## config.mk

```make
export PLATFORM = sky130hd
export DESIGN_NAME = spi_tx_serializer
export DESIGN_NICKNAME = d
export VERILOG_FILES = /design/src/rtl/spi_tx_serializer.sv
export SDC_FILE = /design/constraint.sdc
export NUM_CORES = 1
export LEC_CHECK = 0
export ABC_AREA = 1
export ABC_CLOCK_PERIOD_IN_PS = 3650
export BUFFER_PORTS_ARGS = -buffer_cell sky130_fd_sc_hd__buf_2
export CAP_MARGIN = 40
export CORE_ASPECT_RATIO = 0.7
export CORE_UTILIZATION = 45
export CTS_BUF_LIST = sky130_fd_sc_hd__clkbuf_16
export DETAILED_ROUTE_END_ITERATION = 7
export GPL_ROUTABILITY_DRIVEN = 0
export PLACE_DENSITY_LB_ADDON = 0.05
export SLEW_MARGIN = 40
export SYNTH_ARGS = -nofsm -noshare
export SYNTH_HDL_FRONTEND = slang
export SYNTH_SLANG_ARGS = --single-unit
```

## constraint.sdc

```tcl
create_clock -name clk_i -period 3.65 [get_ports clk_i]
set_input_delay 1.095 -clock clk_i [delete_from_list [all_inputs] [get_ports clk_i]]
set_output_delay 1.095 -clock clk_i [all_outputs]
set_load 0.05 [all_outputs]
```

## src/rtl/spi_tx_serializer.sv

```systemverilog
// SPI mode-0 transmit serializer on the read side of the SPI word FIFO.
// Pops one word per frame and shifts it out on sclk/mosi, framed by cs_n.
module spi_tx_serializer #(
    parameter int unsigned WIDTH     = 16,
    parameter int unsigned CLK_DIV   = 4,
    parameter int unsigned CS_GAP    = 2,
    parameter int unsigned MSB_FIRST = 1
) (
    input  logic             clk_i,
    input  logic             rst_i,
    input  logic             enable_i,
    input  logic             fifo_rempty_i,
    output logic             fifo_rinc_o,
    input  logic [WIDTH-1:0] fifo_rdata_i,
    output logic             spi_sclk_o,
    output logic             spi_mosi_o,
    output logic             spi_cs_n_o,
    output logic             busy_o,
    output logic             word_done_o
);

    localparam int unsigned DivW = $clog2(CLK_DIV + 1);
    localparam int unsigned CntW = $clog2(WIDTH);
    localparam int unsigned GapW = $clog2(CS_GAP + 1);

    localparam logic [DivW-1:0] DivLast = DivW'(CLK_DIV - 1);
    localparam logic [CntW-1:0] BitLast = CntW'(WIDTH - 1);
    localparam logic [GapW-1:0] GapLast = GapW'(CS_GAP - 1);

    typedef enum logic [1:0] {StIdle, StLoad, StShift, StGap} state_e;

    state_e            state_q, state_d;
    logic [WIDTH-1:0]  shreg_q, shreg_d;
    logic [CntW-1:0]   bit_cnt_q, bit_cnt_d;
    logic [DivW-1:0]   div_cnt_q, div_cnt_d;
    logic [GapW-1:0]   gap_cnt_q, gap_cnt_d;
    logic              sclk_q, sclk_d;
    logic              mosi_q, mosi_d;
    logic              cs_n_q, cs_n_d;
    logic              word_done_q, word_done_d;

    logic              div_tick;
    logic              last_fall;
    logic              first_bit;
    logic              next_bit;
    logic [WIDTH-1:0]  shreg_shifted;

    assign div_tick  = (state_q == StShift) && (div_cnt_q == DivLast);
    // Falling toggle of the final bit closes the frame.
    assign last_fall = div_tick && sclk_q && (bit_cnt_q == '0);

    assign first_bit     = (MSB_FIRST != 0) ? fifo_rdata_i[WIDTH-1] : fifo_rdata_i[0];
    assign next_bit      = (MSB_FIRST != 0) ? shreg_q[WIDTH-2] : shreg_q[1];
    assign shreg_shifted = (MSB_FIRST != 0) ? {shreg_q[WIDTH-2:0], 1'b0}
                                            : {1'b0, shreg_q[WIDTH-1:1]};

    // State register.
    always_ff @(posedge clk_i or posedge rst_i) begin
        if (rst_i) begin
            state_q <= StIdle;
        end else begin
            state_q <= state_d;
        end
    end

    // Next-state logic.
    always_comb begin
        state_d = state_q;
        unique case (state_q)
            StIdle:  if (fifo_rinc_o) state_d = StLoad;
            StLoad:  state_d = StShift;
            StShift: if (last_fall) state_d = StGap;
            StGap:   if (gap_cnt_q == GapLast) state_d = StIdle;
            default: state_d = StIdle;
        endcase
    end

    // Output and datapath next-state logic.
    always_comb begin
        fifo_rinc_o = (state_q == StIdle) && enable_i && !fifo_rempty_i;
        busy_o      = (state_q != StIdle);
        shreg_d     = shreg_q;
        bit_cnt_d   = bit_cnt_q;
        div_cnt_d   = div_cnt_q;
        gap_cnt_d   = gap_cnt_q;
        sclk_d      = sclk_q;
        mosi_d      = mosi_q;
        cs_n_d      = cs_n_q;
        word_done_d = 1'b0;
        unique case (state_q)
            StIdle: begin
                cs_n_d = 1'b1;
                sclk_d = 1'b0;
                mosi_d = 1'b0;
            end
            StLoad: begin
                shreg_d   = fifo_rdata_i;
                cs_n_d    = 1'b0;
                sclk_d    = 1'b0;
                mosi_d    = first_bit;
                bit_cnt_d = BitLast;
                div_cnt_d = '0;
            end
            StShift: begin
                if (div_tick) begin
                    div_cnt_d = '0;
                    sclk_d    = !sclk_q;
                    // Data only moves on the falling toggle; rising toggle is the sample point.
                    if (sclk_q) begin
                        if (bit_cnt_q == '0) begin
                            cs_n_d      = 1'b1;
                            mosi_d      = 1'b0;
                            word_done_d = 1'b1;
                            gap_cnt_d   = '0;
                        end else begin
                            shreg_d   = shreg_shifted;
                            mosi_d    = next_bit;
                            bit_cnt_d = bit_cnt_q - 1'b1;
                        end
                    end
                end else begin
                    div_cnt_d = div_cnt_q + 1'b1;
                end
            end
            StGap: begin
                cs_n_d    = 1'b1;
                sclk_d    = 1'b0;
                mosi_d    = 1'b0;
                gap_cnt_d = gap_cnt_q + 1'b1;
            end
            default: ;
        endcase
    end

    // Datapath and registered SPI outputs.
    always_ff @(posedge clk_i or posedge rst_i) begin
        if (rst_i) begin
            shreg_q     <= '0;
            bit_cnt_q   <= '0;
            div_cnt_q   <= '0;
            gap_cnt_q   <= '0;
            sclk_q      <= 1'b0;
            mosi_q      <= 1'b0;
            cs_n_q      <= 1'b1;
            word_done_q <= 1'b0;
        end else begin
            shreg_q     <= shreg_d;
            bit_cnt_q   <= bit_cnt_d;
            div_cnt_q   <= div_cnt_d;
            gap_cnt_q   <= gap_cnt_d;
            sclk_q      <= sclk_d;
            mosi_q      <= mosi_d;
            cs_n_q      <= cs_n_d;
            word_done_q <= word_done_d;
        end
    end

    assign spi_sclk_o  = sclk_q;
    assign spi_mosi_o  = mosi_q;
    assign spi_cs_n_o  = cs_n_q;
    assign word_done_o = word_done_q;

endmodule
```

**Word-level counts from Yosys, hierarchy flattened**

Index checks and enable logic that the tools add are counted.

- Bits in registers: 30
- Input port bits: 20
- Logic and storage cells: 75

- Add/subtract/negate cells: 3
- Equal/unequal tests: 12
- Multiplexer cells: 32
- Reduce and logical (&&, ||, !) cells: 19

Operators with widths:

| cell | count |
|---|---|
| 2-to-1 mux 15 bit | 3 |
| case mux 15 bit (2 select lines) | 1 |
| 2-to-1 mux 2 bit | 6 |
| 2-to-1 mux 4 bit | 3 |
| != test 2 bit (second input constant) | 6 |
| 2-to-1 mux 1 bit | 11 |
| case mux 2 bit (4 select lines) | 1 |
| case mux 4 bit (2 select lines) | 1 |
| AND reduction 4 bit | 2 |
| case mux 1 bit (3 select lines) | 2 |
| case mux 3 bit (2 select lines) | 1 |
| AND reduction 3 bit | 2 |
| nonzero test 2 bit | 3 |
| logical AND 1 bit | 5 |
| equality test 2 x 1 -> 1 bit (second input constant) | 2 |
| equality test 2 bit (second input constant) | 2 |
| zero test 4 bit | 1 |
| case mux 2 bit (2 select lines) | 1 |
| subtractor 4 x 1 -> 4 bit (second input constant) | 1 |
| adder 3 x 1 -> 3 bit (second input constant) | 1 |
| equality test 3 x 2 -> 1 bit (second input constant) | 1 |
| 2-to-1 mux 3 bit | 1 |
| OR reduction 3 bit | 1 |
| adder 2 x 1 -> 2 bit (second input constant) | 1 |
| 6 further kinds | 7 |

**Longest topological paths before layout**

- Depth after elaboration: 6
- Gate-level depth with buffers: 8

**Worst setup path before layout**

OpenSTA, ideal clock, no wires.

- Path type: in2out
- From: in fifo_rempty_i
- To: out fifo_rinc_o
- Arrival: 1.828 ns
- Path slack: 0.727 ns
- Stages: 3
- Path buffers: 0
- Path through: inv_1 nand2_1 nor2_1

- Longest elaborated chain between the ends: 2

RTL lines:

| item | line | RTL |
|---|---|---|
| start, declared | 12 | `input logic fifo_rempty_i,` |
| zero test 1 bit | 80 | `fifo_rinc_o = (state_q == StIdle) && enable_i && !fifo_rempty_i;` |
| logical AND 1 bit | 80 |  |
| end, declared | 13 | `output logic fifo_rinc_o,` |

No other way between the ends.

**Worst setup path in the final report**

Ends and elaborated chain as after synthesis.

==> run summary <==
The run finished with clean final reports. The post-synthesis cell type count was 24. The flop and latch count out of synthesis works out to 30. Counting every net in the synthesized netlist gives 211. The achievable clock frequency is 368 MHz.

For the post-synthesis cell count, the log shows 181. TritonCTS built the clock tree. The post-CTS setup repair buffer count was 0; the maximum number of pins on one net before global-route repair was 35. The insertion delay to the later sink of the worst-skew pair was 0.27 ns; the boundary pin count was 26.

Clock tree synthesis inserted a total of 5 buffers. The initial utilization of the core area, before any placement, comes to 47.6%. For the number of buffers inserted by hold repair at cts, the log shows 0. Cells with a size suffix above 1 make up 28.7% of the layout. After synthesis, the largest area contributor takes up 42.6% of total cell area. Dividing the detail-routed wire length by the instance count gives 11.7 um.

The worst slew margin relative to its limit is 69.2%. The number of antenna violations at the first check in global routing is 0, and the CTS sink count is 30. 0 antenna diodes ended up in the layout.

By area the synthesized netlist is led by dfrtp_1 43%, nand2_1 10%, mux2i_1 8.2%. Row generation in the floorplan step produced 18 rows. The count of pins over their slew limit is 0. The cell leakage power was 1.01 nW; the area added between synthesis and finish was 17.1%.

The post-route DRC violation count was 0; the wire length of the first global-routing pass was 4910 um. Global routing used 21.8% of the available met1 tracks. The run gives 3580 um^2 as the area of the core region. The kind of end point of the critical path was a primary output.

The root buffer cell is clkbuf_16. The number of nets still failing antenna checks after routing came out at 0. Clock-pin slew was measured on the worst setup and hold paths at 0.04 ns. The pre-antenna-repair detailed-routing pass consisted of 4 iterations. The total count of hold-check failures in the final report was 0; the shortest clock period the worst path allows after layout was 2.72 ns.

At the pin with the least slew margin, the transition time is 0.463 ns. The met2 routing resource usage after global routing was 26.8%. The run gives 2 as the count of H-tree levels built during CTS. For the mapped cell area, the log shows 1700 um^2. Along the worst path, the maximum fanout reaches 2. Remaining global-route overflow: 0. The arrival time of the worst setup path came out at 1.62 ns. The worst-case IR drop observed on VDD is 0.000468 V. Measured along the y axis, the die boundary spans 53.5 um. The routing layer with the top usage in global route was met2. At the end of the flow, the number of nets in the layout was 239. Across the routed clock network, the largest skew measured is 0.00559 ns. Dividing the synthesized area by the synthesized cell count gives 9.42 um^2.

The count of port buffers added during placement came out at 25. Summed over all layers, the routed wires come to 3020 um. The via count of the first global-routing pass was 1,122; the number of DRC markers after the initial detailed-route iteration was 38. After legalization and detailed placement, the total HPWL measured 2200 um. The die covers 4040 um^2. The share of the Yosys chip area taken by registers is 44.1%. The die width is 75.6 um. The path class of the tightest hold or removal check is reg2reg. Summing over every cut layer, the via total after detailed routing is 1,237. Setup repair after global routing left no endpoint under its margin. After routing, the total negative slack on setup checks comes to 0 ns. The final critical path takes up 74.4% of the cycle. The vias per cell is 4.78. The launching element type of the critical path is an input pin. Max-cap violations in this run came to 0. The quantity of gates resized following cts came out at 0. For the synthesis warning total, the log shows 0.

For the data required time of the critical path, the log shows 2.55 ns. dfrtp_1 takes more of the synthesized area than any other cell. Leaving out filler cells and counting taps, the final layout contains 259. The tools report the global routing usage summed across all routing layers as 17.0%.

The tools report the met3 track demand over resource in global routing as 5.52%. The worst setup path is of the in2out kind. The tools report the maximum clock path buffer count as 2.

Setup violations remaining at the end of the flow were counted as 0. The total placed cells including tap cells is 252, and the areal power density over the cells is 999 nW/um^2.
[kinds of logic after synthesis]
kind of cell	count (synthesis)	share of synthesized area [%]
AOI/OAI and AO/OA	20	9.18
and+or+nand+nor	81	22.5
muxes	14	8.22
adders and majority gates	10	7.34
buffers and inverters	26	8.66
DFF	30	44.1
[cells in the final DEF, fill, tap and decap left out]
master     Yosys  routed
nand2_2        5       5
dfrtp_1       29      29
a21oi_1        1       1
or2_4          1       1
nor2_1         7       7
nand3_4        1       1
inv_1         20      20
nand2_4        1       1
ha_2           0       1
buf_2          2      25
nand4_1        5       5
nand3_2        1       1
buf_4          0       2
nand3_1       10      10
ha_1          10       9
clkbuf_16      0       5
o21a_1         1       1
o21ai_0        3       3
nand2_1       47      47
nand3b_1       1       1
o21ai_2       14      14
or2_2          2       2
bufinv_16      0       1
mux2i_1       14      14
clkinv_1       0       1
o22ai_1        1       1
dfstp_2        1       1
[stage by stage]
step           area (um^2)  worst slack [ns]  hold slack (ns)  power [mW]  util (%)
2_1_floorplan         1700             0.727            0.442        1.47         -
3_5_place_dp          1830             0.925            0.470        1.56      51.2
5_1_grt               2000             0.886            0.508        2.16      55.7
6_report              2000             0.933            0.476        1.99      55.7
3_3_place_gp          1830             0.949            0.456        1.52      51.2
4_1_cts               1990             0.924            0.481        2.02      55.7
[cells in the mapped netlist (all sizes together)]
library cell	n
mux2i	14
nand3	12
nand2	53
ha	10
nor2	7
o22ai	1
buf	6
dfrtp	29
or2	3
o21a	1
dfstp	1
o21ai	17
a21oi	1
nand3b	1
inv	20
nand4	5
[state kept, by name (all words and copies together) (netlist names)]
register and count:
shreg_q 15, spi_sclk_o 1, word_done_o 1, state_q 2, bit_cnt_q 4, spi_cs_n_o 1
spi_mosi_o 1, gap_cnt_q 2, div_cnt_q 3
[power by group]
| group | leakage [nW] | internal (mW) | switching [mW] |
|---|---|---|---|
| clock | 0.0773 | 0.314 | 0.129 |
| combinational | 0.555 | 0.351 | 0.601 |
| sequential | 0.374 | 0.493 | 0.105 |
[per-layer routing]
metal,vias up,share of wire (%)
met5,-,0
met4,0,0
met3,0,4.1
met2,18,48
met1,579,48
li1,640,-
[layout make-up]
cell class	count	area, um^2
sequential	30	752
multi-input combinational	125	807
timing repair buffer	27	140
tap	50	62.6
clock inverter	2	33.8
clock buffer	5	125
inverter	20	75.1
fill	327	1590
[worst paths after layout]
path,startpoint,endpoint,slack [ns],depth (start not counted)
hold reg to reg,gap_cnt_q[1],gap_cnt_q[1],0.48,2
hold / removal,gap_cnt_q[1],gap_cnt_q[1],0.48,2
setup / recovery,fifo_rempty_i,fifo_rinc_o,0.93,5
max in group asynchronous,rst_i,spi_cs_n_o,2.44,3
setup reg to reg,state_q[0],bit_cnt_q[3],1.44,7
min in group asynchronous,rst_i,div_cnt_q[1],0.89,3
[critical path: stages]
cell and delay, ns:
buf_2 0.10, inv_1 0.04, nand2_1 0.05, nor2_1 0.07, buf_2 0.26
(Power assumes the default switching activity.)
